**src/rtl/bitty_prog_loader.sv**
```systemverilog
// bitty_prog_loader: receives a program over a 4-phase strobe/ack byte handshake,
// packs byte pairs into 16-bit words, and writes them sequentially into instruction memory.
`default_nettype none

module bitty_prog_loader #(
  parameter int ADDR_W = 8,
  parameter int DATA_W = 16,
  parameter int DEPTH  = 2**ADDR_W
) (
  input  logic              clk,
  input  logic              reset,
  input  logic              start,
  input  logic [ADDR_W:0]   num_words,
  input  logic [7:0]        byte_in,
  input  logic              byte_stb,
  output logic              byte_ack,
  output logic              mem_we,
  output logic [ADDR_W-1:0] mem_addr,
  output logic [DATA_W-1:0] mem_wdata,
  output logic              load_busy,
  output logic              load_done,
  output logic [ADDR_W:0]   words_written
);

  localparam logic [ADDR_W:0]   MAX_WORDS = (ADDR_W+1)'(DEPTH);
  localparam logic [ADDR_W-1:0] LAST_ADDR = ADDR_W'(DEPTH - 1);

  typedef enum logic [2:0] {
    S_IDLE    = 3'd0,
    S_WAIT_HI = 3'd1,
    S_WAIT_LO = 3'd2,
    S_WRITE   = 3'd3,
    S_DONE    = 3'd4
  } state_t;

  state_t          state;
  logic            stb_s1, stb_s2, stb_s3;
  logic [ADDR_W:0] target;
  logic            stb_rise;
  logic            capture;
  logic [ADDR_W:0] clamped_words;
  logic [ADDR_W:0] written_next;

  assign stb_rise      = stb_s2 & ~stb_s3;
  assign capture       = stb_rise && (state == S_WAIT_HI || state == S_WAIT_LO);
  assign clamped_words = (num_words > MAX_WORDS) ? MAX_WORDS : num_words;
  assign written_next  = words_written + 1'b1;

  always_ff @(posedge clk or posedge reset) begin
    if (reset) begin
      state         <= S_IDLE;
      stb_s1        <= 1'b0;
      stb_s2        <= 1'b0;
      stb_s3        <= 1'b0;
      target        <= '0;
      byte_ack      <= 1'b0;
      mem_we        <= 1'b0;
      mem_addr      <= '0;
      mem_wdata     <= '0;
      load_busy     <= 1'b0;
      load_done     <= 1'b0;
      words_written <= '0;
    end else begin
      stb_s1 <= byte_stb;
      stb_s2 <= stb_s1;
      stb_s3 <= stb_s2;
      mem_we <= 1'b0;

      // Ack is held until the host's strobe drop has crossed the synchronizer.
      if (capture)
        byte_ack <= 1'b1;
      else if (!stb_s2)
        byte_ack <= 1'b0;

      case (state)
        S_IDLE, S_DONE: begin
          if (start) begin
            mem_addr      <= '0;
            words_written <= '0;
            if (num_words == '0) begin
              load_busy <= 1'b0;
              load_done <= 1'b1;
              state     <= S_DONE;
            end else begin
              target    <= clamped_words;
              load_busy <= 1'b1;
              load_done <= 1'b0;
              state     <= S_WAIT_HI;
            end
          end
        end
        S_WAIT_HI: begin
          if (stb_rise) begin
            mem_wdata[DATA_W-1 -: 8] <= byte_in;
            state                    <= S_WAIT_LO;
          end
        end
        S_WAIT_LO: begin
          if (stb_rise) begin
            mem_wdata[7:0] <= byte_in;
            mem_we         <= 1'b1;
            state          <= S_WRITE;
          end
        end
        S_WRITE: begin
          words_written <= written_next;
          // The address saturates at the top word instead of wrapping to 0.
          if (mem_addr != LAST_ADDR)
            mem_addr <= mem_addr + 1'b1;
          if (written_next == target) begin
            load_busy <= 1'b0;
            load_done <= 1'b1;
            state     <= S_DONE;
          end else begin
            state <= S_WAIT_HI;
          end
        end
        default: state <= S_IDLE;
      endcase
    end
  end

endmodule

`default_nettype wire

```
**config.mk**
```make
export PLATFORM = sky130hd
export DESIGN_NAME = bitty_prog_loader
export DESIGN_NICKNAME = d
export VERILOG_FILES = /design/src/rtl/bitty_prog_loader.sv
export SDC_FILE = /design/constraint.sdc
export NUM_CORES = 1
export LEC_CHECK = 0
export ABC_AREA = 1
export BUFFER_PORTS_ARGS = -buffer_cell sky130_fd_sc_hd__buf_4
export CORE_AREA = 2 2 90 92
export CTS_BUF_LIST = sky130_fd_sc_hd__clkbuf_4 sky130_fd_sc_hd__clkbuf_8
export CTS_CLUSTER_SIZE = 40
export DETAILED_ROUTE_END_ITERATION = 6
export DIE_AREA = 0 0 92 94
export GPL_ROUTABILITY_DRIVEN = 0
export MAX_ROUTING_LAYER = met4
export PLACE_DENSITY = 0.6
export SLEW_MARGIN = 40
export SYNTH_ARGS = -nofsm -noshare
export SYNTH_HDL_FRONTEND = slang
export SYNTH_SLANG_ARGS = --single-unit
```
**constraint.sdc**
```tcl
create_clock -name clk -period 3.28 [get_ports clk]
set_clock_uncertainty 0.15 [all_clocks]
set_input_delay 0 -clock clk [delete_from_list [all_inputs] [get_ports clk]]
set_output_delay 0 -clock clk [all_outputs]
set_load 0.01 [all_outputs]
```
==> impl_summary.log, run 1 <==
INFO  metric run_status = finished clean
INFO  metric synth_edf_count = 0
INFO  metric synth_seq_cells = 52
INFO  metric tritoncts_clock_tree = done
INFO  metric drt_wl_total = 6.07 mm
INFO  metric count_of_nets_left_with_antenna_violations_after_detail_routing = 0
INFO  metric synth_sequential_area_ratio = 50.1%
INFO  metric row_count = 32
INFO  metric syn-cell-area = 0.00260 mm2
INFO  metric dp_area = 0.00315 mm2
INFO  metric worst_ep_arrival_time = 2.56 ns
INFO  metric cp_data_required_time = 3.39 ns
INFO  metric slew_viol_final = 0
INFO  metric cell_types_with_the_highest_counts_after_synthesis = nand2_1, dfrtp_1, inv_1, nand3_1, o21ai_0
INFO  metric postCtsSetupRepairBufs = 0
INFO  metric timing.critical_path.from_type = flop
INFO  metric routed_via_density = 4.59
INFO  metric switchingPower = 0.969 mW
INFO  metric detailroute.wirelength.met2 = 2.72 mm
INFO  metric layout.nets = 444
INFO  metric cell_internal_pwr = 1.44 mW
INFO  metric maxUsedRoutingLayer = met4
INFO  metric overall_power_of_the_completed_layout = 2.41 mW
INFO  metric dieWidth = 92 um
INFO  metric timing.slew.headroom = 61.5%
INFO  metric cellPowerDensity = 680 mW/mm2
INFO  metric fp.dieArea = 0.00865 mm2
INFO  metric postSynthNetCount = 353
INFO  metric ctsRootBufferMaster = clkbuf_8
INFO  metric postSynth.topFlopCell = dfrtp_1
INFO  metric drive_gt1_share = 20.6%
INFO  metric finalWorstPathRequiredPeriod = 2.45 ns
INFO  metric synthesis.yosys.warnings = 0
INFO  metric drt_iter0_drc = 115
INFO  metric grt_start_max_net_pins = 47
INFO  metric global_route.usage.total = 16.1%
INFO  metric die_height = 94 um
INFO  metric max_cap_viol_count = 0
INFO  metric clock_power_share = 16.2%
INFO  metric routed-wl-met3 = 332 um
INFO  metric final_cells = 524
INFO  metric synth_area_leader_cell = dfrtp_1
INFO  metric comb_power_share = 42.6%
INFO  metric cell_with_the_most_instances_after_synthesis = nand2_1
INFO  metric place.detailed.hpwl = 4.37 mm
INFO  metric final-setup-viol-count = 0
INFO  metric tightestPinTransition = 0.578 ns
INFO  metric layout.cell_area.non_filler = 0.00354 mm2
INFO  metric placed_cells_incl_taps = 487
INFO  metric cts_num_sinks = 52
INFO  metric core_area = 0.00761 mm2
INFO  metric wl_met1 = 2.91 mm
INFO  metric ioPinCount = 58
INFO  metric vias = 2,406
INFO  metric cts_max_path_buffers = 2
INFO  metric final_critical_path_setup_slack = 0.828 ns
INFO  metric filler_cell_count = 753
INFO  metric layout-area-overhead-vs-synth = 36.1%
INFO  metric netlist_instances = 330
INFO  metric clk_latency = 0.32 ns
INFO  metric dp_slack = 1.36 ns
INFO  metric wire_per_inst = 11.6 um
INFO  metric hp_class = input port to asynchronous set/reset pin
INFO  metric static-leakage-power = 1.80 nW
INFO  metric power.share.switching = 40.3%
INFO  metric port-buffer-count = 57
INFO  metric grt_pass1_wl = 10.9 mm
INFO  metric drt_drc_violations_left = 0
INFO  metric antenna-diode-count = 0
INFO  metric crit_path_end_kind = flop
INFO  metric final_min_period_over_clock_period = 74.7%
INFO  metric max_freq = 408 MHz
INFO  metric clk_transition_reported_paths = 0.11 ns
INFO  metric async_reset_ff_share = 100%
INFO  metric setup_repair_after_global_routing_missed_its_margin = false
INFO  metric setup_total_negative_slack = 0 ns
INFO  metric cts_inserted_buffers = 5
INFO  metric synth_area_leaders = dfrtp_1, nand2_1, inv_1
INFO  metric hold_buffers = 29
INFO  metric timing.setup.critical_path_class = flop to flop
INFO  metric clock_tree.htree_level_count = 2
INFO  metric crit_path_max_fanout = 6
INFO  metric antenna_found_initial = 0
INFO  metric p_seq_share = 41.2%
INFO  metric hold_viol_final = 0
INFO  metric overall_overflow_remaining_after_global_route = 0
INFO  metric synth_cell_type_count = 28
INFO  metric cts_repair_resize_count = 0
INFO  metric peakVddDrop = 0.000345 V
INFO  metric synthesis.area_per_instance = 7.87 um2
INFO  metric grt_pass1_vias = 2,438
INFO  metric floorplan.initialDensity = 34.2%
INFO  metric synth_largest_type_area_fraction = 50.1%
INFO  metric first_pass_iters = 4
-- stage by stage --
stage,util [%],hold WS [ns]
floorplan,-,-0.119
global placement,41.4,-0.0382
detailed placement,41.4,-0.0376
CTS,46.5,0.159
global route,46.5,0.169
finish,46.5,0.146
-- cell families (layout without fill, tap and decap cells) --
kind of cell	count (synthesis)	count (layout)	share of synthesized area, %
AOI/OAI and AO/OA	46	46	9.29
adders and majority gates	2	2	0.963
buffers and inverters	56	148	8.23
DFF	52	52	50.1
and+or+nand+nor	174	174	31.4
-- metal layers --
metal | vias to the layer above | global-route usage, %
met5 | - | -
met4 | 0 | 5.35
met3 | 11 | 3.93
met2 | 58 | 25.4
met1 | 1101 | 20.4
li1 | 1236 | -
-- layout make-up --
type                            instances  area (um2)  share of cell area (%)
Inverter                               53         204                    5.77
Multi-Input combinational cell        222        1080                    30.6
Clock inverter                          3        26.3                   0.743
Tap cell                              102         128                    3.61
Timing Repair Buffer                   87         726                    20.5
Sequential cell                        52        1300                    36.8
Clock buffer                            5        68.8                    1.95
-- path summary, 6_finish.rpt --
path	start	endpoint	slack, ns	cells past startpoint
max	words_written[1]	state[2]	0.83	12
min	reset	mem_wdata[9]	0.15	3
max reg2reg	words_written[1]	state[2]	0.83	12
min reg2reg	stb_s1	stb_s2	0.21	0
max in group asynchronous	reset	mem_wdata[1]	2.32	4
min in group clk	byte_stb	stb_s1	0.18	2
-- flip-flops by register name, indices dropped and copies added, names as in the netlist, 3 cells and up --
name / count
target: 9
words_written: 9
mem_addr: 8
mem_wdata: 16
state: 3
-- critical path: stages, from the launching register on --
cell and delay (ns):
dfrtp_1 0.46, ha_1 0.25, nand2_1 0.11, o21ai_1 0.18
nand2_1 0.10, nand2_1 0.09, inv_1 0.04, nor2_1 0.13
nand4_2 0.16, nand2_1 0.09, nand2_1 0.05, nand2_1 0.05
dlygate4sd3_1 0.54
-- power groups by stage --
stage | Sequential, mW | Combinational (mW) | Clock, mW
after CTS | 0.994 | 1.03 | 0.406
final | 0.992 | 1.02 | 0.389
after global routing | 1.03 | 1.17 | 0.430
after floorplan | 1.04 | 0.557 | 0
after detailed placement | 0.999 | 0.997 | 0
after global placement | 1.00 | 0.983 | 0
-- cells in the final DEF, fill, tap and decap left out, types with 2 or more instances in the layout --
cell type      instances
dlygate4sd3_1         29
nand4_1                3
inv_4                  2
ha_1                   2
nand3_1               36
inv_1                 49
nor2_2                 4
dfrtp_1               52
nor2_1                22
nand2_1               91
nand2_4                2
nor3_1                 3
o22ai_1                5
a21oi_1                5
nand2_2                5
clkinv_4               2
clkbuf_8               5
inv_2                  2
nor3_4                 2
o21ai_0               33
buf_4                 58
Power figures use the tool's default switching activity.
==> inputs of run 2 (changes only) <==
==> constraint.sdc (replaced) <==
create_clock -name clk -period 2.4 [get_ports clk]
set_clock_uncertainty 0.15 [all_clocks]
set_input_delay 0 -clock clk [delete_from_list [all_inputs] [get_ports clk]]
set_output_delay 0 -clock clk [all_outputs]
set_load 0.01 [all_outputs]
==> run 2 against run 1 <==
  * Design area rose by 0.11%
  * First-iteration DRC count rose by 1.7%
  * Combinational power rose by 38%
  * Hold slack got worse by 0.0045 ns
  * Core utilization barely moved
  * Critical path type unchanged
==> impl_summary.log, run 2 (synthesis results as in run 1) <==
INFO  metric wl_met1 = 2.88 mm
INFO  metric vias = 2,408
INFO  metric dp_slack = 0.507 ns
INFO  metric layout_commonest_cell = nand2_1
INFO  metric drt_wl_total = 6.24 mm
INFO  metric comb_power_share = 42.6%
INFO  metric worst_path_largest_cell_delay = 0.58 ns
INFO  metric max_freq = 461 MHz
INFO  metric layout_top_registers = mem_wdata: 16 flops, target: 9 flops, words_written: 9 flops
INFO  metric global_route.usage.total = 15.9%
INFO  metric dp_area = 0.00316 mm2
INFO  metric row_count = 32
INFO  metric drt_drc_violations_left = 0
INFO  metric final_min_period_over_clock_period = 90.5%
INFO  metric max_cap_viol_count = 0
INFO  metric run_status = finished clean
INFO  metric layout.cell_area.non_filler = 0.00354 mm2
INFO  metric place.detailed.hpwl = 4.48 mm
INFO  metric peakVddDrop = 0.000576 V
INFO  metric drt_iter0_drc = 117
INFO  metric timing.critical_path.from_type = flop
INFO  metric final_critical_path_setup_slack = 0.229 ns
INFO  metric fp.dieArea = 0.00865 mm2
INFO  metric first_pass_iters = 4
INFO  metric slew_viol_final = 0
INFO  metric multi_input_area = 0.00109 mm2
INFO  metric ctsRootBufferMaster = clkbuf_8
INFO  metric clock_power_share = 16.2%
INFO  metric overall_power_of_the_completed_layout = 3.30 mW
INFO  metric setup_repair_after_global_routing_missed_its_margin = false
INFO  metric tightestPinTransition = 0.535 ns
INFO  metric port-buffer-count = 57
INFO  metric cellPowerDensity = 933 mW/mm2
INFO  metric hold_viol_final = 0
INFO  metric floorplan.initialDensity = 34.2%
INFO  metric switchingPower = 1.34 mW
INFO  metric setup_total_negative_slack = 0 ns
INFO  metric layout-area-overhead-vs-synth = 36.3%
INFO  metric grt_pass1_wl = 10.6 mm
INFO  metric cp_data_required_time = 2.48 ns
INFO  metric hp_class = input port to asynchronous set/reset pin
INFO  metric cp_cell_sequence = nor2_2 > nand2_2 > nor2_4 > nand3_1 > dlygate4sd3_1 > o21ai_0
INFO  metric power.share.switching = 40.5%
INFO  metric detailroute.wirelength.met2 = 2.98 mm
INFO  metric final-seq-area = 0.00130 mm2
INFO  metric grt_start_max_net_pins = 30
INFO  metric p_seq_share = 41.2%
INFO  metric antenna_found_initial = 0
INFO  metric dieWidth = 92 um
INFO  metric ioPinCount = 58
INFO  metric postCtsSetupRepairBufs = 0
INFO  metric leading_cell_types_in_the_layout_fill_and_taps_excluded = nand2_1, buf_4, dfrtp_1
INFO  metric clk_latency = 0.31 ns
INFO  metric layout.nets = 443
INFO  metric top_register = mem_wdata
INFO  metric routed-wl-met3 = 306 um
INFO  metric clk_transition_reported_paths = 0.11 ns
INFO  metric crit_path_max_fanout = 17
INFO  metric cts_inserted_buffers = 5
INFO  metric final-setup-viol-count = 0
INFO  metric count_of_nets_left_with_antenna_violations_after_detail_routing = 0
INFO  metric grt_pass1_vias = 2,305
INFO  metric cell_internal_pwr = 1.97 mW
INFO  metric timing.slew.headroom = 64.3%
INFO  metric filler_cell_count = 750
INFO  metric core_area = 0.00761 mm2
INFO  metric drive_gt1_share = 20.7%
INFO  metric cpMaxStageDelayCell = dlygate4sd3_1
INFO  metric worst_ep_arrival_time = 2.25 ns
INFO  metric cts_num_sinks = 52
INFO  metric largest_reg_flops = 16
INFO  metric static-leakage-power = 1.79 nW
INFO  metric maxUsedRoutingLayer = met4
INFO  metric cts_max_path_buffers = 2
INFO  metric clock_tree.htree_level_count = 2
INFO  metric timing.setup.critical_path_class = flop to flop
INFO  metric die_height = 94 um
INFO  metric wire_per_inst = 11.9 um
INFO  metric antenna-diode-count = 0
INFO  metric overall_overflow_remaining_after_global_route = 0
INFO  metric crit_path_end_kind = flop
INFO  metric routed_via_density = 4.60
INFO  metric tritoncts_clock_tree = done
INFO  metric finalWorstPathRequiredPeriod = 2.17 ns
-- run 2: cell types whose count changed in the layout (fill, tap and decap cells not counted), sizes merged --
cell / delta
dlygate4sd3: -1
inv: +1
clkinvlp: +1
clkinv: -2
-- run 2: critical path, delay by kind of cell, from the launching register on --
| kind | cells | cell delay (ns) |
|---|---|---|
| flip-flops | 1 | 0.42 |
| buffers and inverters | 1 | 0.58 |
| AND/OR/NAND/NOR | 4 | 0.85 |
| AO/OA/AOI/OAI | 1 | 0.08 |
-- run 2: worst paths after layout --
check                           startpoint          endpoint  slack (ns)  cells past startpoint
worst min-delay path                 reset     mem_wdata[15]        0.14                      3
max in group asynchronous            reset  words_written[6]        1.42                      4
worst max register to register    state[1]         target[0]        0.23                      6
worst min register to register      stb_s1            stb_s2        0.21                      0
worst max-delay path              state[1]         target[0]        0.23                      6
min in group clk                  byte_stb            stb_s1        0.18                      2
-- run 2: power groups by stage --
stage | logic, mW | clock network, mW | registers, mW
5_1_grt | 1.59 | 0.584 | 1.40
6_report | 1.41 | 0.536 | 1.36
4_1_cts | 1.41 | 0.552 | 1.36
2_1_floorplan | 0.761 | 0 | 1.43
3_5_place_dp | 1.37 | 0 | 1.37
3_3_place_gp | 1.35 | 0 | 1.37
-- run 2: metal layers --
| layer | vias to the layer above | track usage [%] |
|---|---|---|
| met4 | 0 | 4.60 |
| met5 | - | - |
| met1 | 1099 | 19.4 |
| met3 | 9 | 4.09 |
| li1 | 1237 | - |
| met2 | 63 | 26.2 |
-- run 2: area by class of cell --
| cell class | instances | area share (%) |
|---|---|---|
| flip-flops and latches | 52 | 36.7 |
| multi-input cells | 222 | 30.7 |
| repair buffers | 86 | 20.6 |
| inverters | 53 | 5.69 |
| well taps | 102 | 3.60 |
| clock buffers | 5 | 1.94 |
| clock inverters | 3 | 0.707 |
-- run 2: per-stage QoR --
stage	std cells	utilization, %	hold WS (ns)
2_1_floorplan	330	-	-0.119
3_3_place_gp	487	41.6	-0.0663
3_5_place_dp	487	41.6	-0.0640
4_1_cts	523	46.5	0.133
5_1_grt	523	46.5	0.169
6_report	523	46.5	0.142
-- run 2: what timing repair did --
action / in CTS / in global routing
hold buffers: 28 / 0
hold endpoints to repair: 83 / 0
endpoints found under the setup margin: 0 / 8
resized for setup: 0 / 1
==> inputs of run 3 (changes only) <==
--- a/config.mk
+++ b/config.mk
@@ -9,7 +9,7 @@
 export BUFFER_PORTS_ARGS = -buffer_cell sky130_fd_sc_hd__buf_4
 export CORE_AREA = 2 2 90 92
 export CTS_BUF_LIST = sky130_fd_sc_hd__clkbuf_4 sky130_fd_sc_hd__clkbuf_8
-export CTS_CLUSTER_SIZE = 40
+export CTS_CLUSTER_SIZE = 20
 export DETAILED_ROUTE_END_ITERATION = 6
 export DIE_AREA = 0 0 92 94
 export GPL_ROUTABILITY_DRIVEN = 0
==> constraint.sdc (replaced) <==
create_clock -name clk -period 2.4 [get_ports clk]
set_clock_uncertainty 0.15 [all_clocks]
set_input_delay 0 -clock clk [delete_from_list [all_inputs] [get_ports clk]]
set_output_delay 0 -clock clk [all_outputs]
set_load 0.1 [all_outputs]
==> run 3 against run 2 <==
  * Die area did not move
  * Flip-flop and latch count unchanged
  * Routed wire length increased by 2.3%
  * Clock power decreased by 2%
  * Critical path depth stayed put
  * First-iteration DRC count is the same
  * Via count fell by 1.2%
  * Power is 40% higher
  * Hold slack improved by 0.040 ns
  * Clock-buffer cell count unchanged
==> impl_summary.log, run 3 (synthesis results as in run 1) <==
INFO  metric overall_power_of_the_completed_layout = 4.64 mW
INFO  metric dieWidth = 92 um
INFO  metric layout_top_registers = mem_wdata: 16 flops, target: 9 flops, words_written: 9 flops
INFO  metric top_register = mem_wdata
INFO  metric layout_commonest_cell = nand2_1
INFO  metric drt_wl_total = 6.38 mm
INFO  metric timing.slew.headroom = 56.2%
INFO  metric crit_path_max_fanout = 17
INFO  metric peakVddDrop = 0.00111 V
INFO  metric drive_gt1_share = 21.1%
INFO  metric count_of_nets_left_with_antenna_violations_after_detail_routing = 0
INFO  metric placed_cells_incl_taps = 487
INFO  metric detailroute.wirelength.met2 = 3.01 mm
INFO  metric cts_inserted_buffers = 5
INFO  metric clk_transition_reported_paths = 0.10 ns
INFO  metric tightestPinTransition = 0.657 ns
INFO  metric port-buffer-count = 57
INFO  metric crit_path_end_kind = flop
INFO  metric final_cells = 523
INFO  metric static-leakage-power = 1.79 nW
INFO  metric leading_cell_types_in_the_layout_fill_and_taps_excluded = nand2_1, buf_4, dfrtp_1
INFO  metric worst_path_largest_cell_delay = 0.57 ns
INFO  metric cp_top_family = simple AND/OR/NAND/NOR gates
INFO  metric maxUsedRoutingLayer = met4
INFO  metric finalWorstPathRequiredPeriod = 2.19 ns
INFO  metric vias = 2,379
INFO  metric fp.dieArea = 0.00865 mm2
INFO  metric row_count = 32
INFO  metric floorplan.initialDensity = 34.2%
INFO  metric cp_cell_sequence = nor2_2 > nand2_2 > nor2_4 > nand3_1 > dlygate4sd3_1 > o21ai_0
INFO  metric routed_via_density = 4.55
INFO  metric routed-wl-met3 = 358 um
INFO  metric max_freq = 456 MHz
INFO  metric grt_start_max_net_pins = 53
INFO  metric run_status = finished clean
INFO  metric ctsRootBufferMaster = clkbuf_8
INFO  metric place.detailed.hpwl = 4.46 mm
INFO  metric grt_pass1_wl = 11.0 mm
INFO  metric largest_reg_flops = 16
INFO  metric drt_iter0_drc = 117
INFO  metric cts_num_sinks = 52
INFO  metric global_route.usage.total = 16.1%
INFO  metric die_height = 94 um
INFO  metric core_area = 0.00761 mm2
INFO  metric max_cap_viol_count = 0
INFO  metric filler_cell_count = 752
INFO  metric worst_ep_arrival_time = 2.25 ns
INFO  metric ioPinCount = 58
INFO  metric antenna-diode-count = 0
INFO  metric cpMaxStageDelayCell = dlygate4sd3_1
INFO  metric wire_per_inst = 12.2 um
INFO  metric multi_input_area = 0.00109 mm2
INFO  metric cp_data_required_time = 2.46 ns
INFO  metric overall_overflow_remaining_after_global_route = 0
INFO  metric timing.critical_path.from_type = flop
INFO  metric layout.core_utilization = 46.4%
INFO  metric cts_max_path_buffers = 2
INFO  metric timing.setup.critical_path_class = flop to flop
INFO  metric hp_class = input port to flop
INFO  metric cellPowerDensity = 1310 mW/mm2
INFO  metric setup_repair_after_global_routing_missed_its_margin = false
INFO  metric drt_drc_violations_left = 0
INFO  metric first_pass_iters = 4
INFO  metric tritoncts_clock_tree = done
INFO  metric final_min_period_over_clock_period = 91.3%
INFO  metric layout-area-overhead-vs-synth = 35.9%
INFO  metric antenna_found_initial = 0
INFO  metric grt_pass1_vias = 2,347
INFO  metric clock_tree.htree_level_count = 2
INFO  metric final-setup-viol-count = 0
INFO  metric setup_total_negative_slack = 0 ns
INFO  metric hold_viol_final = 0
INFO  metric wl_met1 = 2.98 mm
INFO  metric slew_viol_final = 0
INFO  metric critical_path.n_buffers_inverters = 1
INFO  metric postCtsSetupRepairBufs = 0
INFO  metric final-seq-area = 0.00130 mm2
INFO  metric clk_latency = 0.31 ns
INFO  metric layout.nets = 443
run 3: per-stage QoR:
step | setup slack, ns | hold WS, ns | instance area (um2)
final | 0.208 | 0.181 | 3530
after detailed placement | 0.463 | -0.0384 | 3150
after global routing | 0.0842 | 0.170 | 3530
after global placement | 0.452 | -0.0381 | 3150
after floorplan | 0.109 | -0.119 | 2600
after CTS | 0.0746 | 0.167 | 3530
run 3: path summary, 6_finish.rpt:
path,from,end,slack [ns],depth (start not counted)
max in group asynchronous,reset,words_written[0],1.37,4
min in group asynchronous,reset,mem_wdata[13],0.25,4
min,byte_stb,stb_s1,0.18,2
max,state[1],target[5],0.21,6
max reg2reg,state[1],target[5],0.21,6
min reg2reg,stb_s1,stb_s2,0.21,0
run 3: final cells by class:
| cell class | count | share of cell area (%) |
|---|---|---|
| flip-flops and latches | 52 | 36.9 |
| multi-input cells | 222 | 30.8 |
| repair buffers | 86 | 20.3 |
| inverters | 53 | 5.70 |
| well taps | 102 | 3.61 |
| clock buffers | 5 | 1.95 |
| clock inverters | 3 | 0.744 |
run 3: repair_timing:
item | CTS | global route
endpoints found under the setup margin | 0 | 8
hold buffers | 28 | 0
hold endpoints to repair | 84 | 0
gates resized for setup | 0 | 1
run 3: worst reg2reg max path: stages (launching register included):
cell and delay (ns):
dfrtp_1 0.42, nor2_2 0.20, nand2_2 0.19, nor2_4 0.33, nand3_1 0.11, dlygate4sd3_1 0.57, o21ai_0 0.12
run 3: power breakdown:
group	switching, mW	internal (mW)
registers	0.209	1.16
logic	2.13	0.604
clock network	0.314	0.213
run 3: routing by layer:
layer / track usage, % / vias up
met2: 26.5 / 74
met4: 3.73 / 0
met5: - / -
met1: 20.8 / 1074
met3: 3.29 / 2
li1: - / 1229
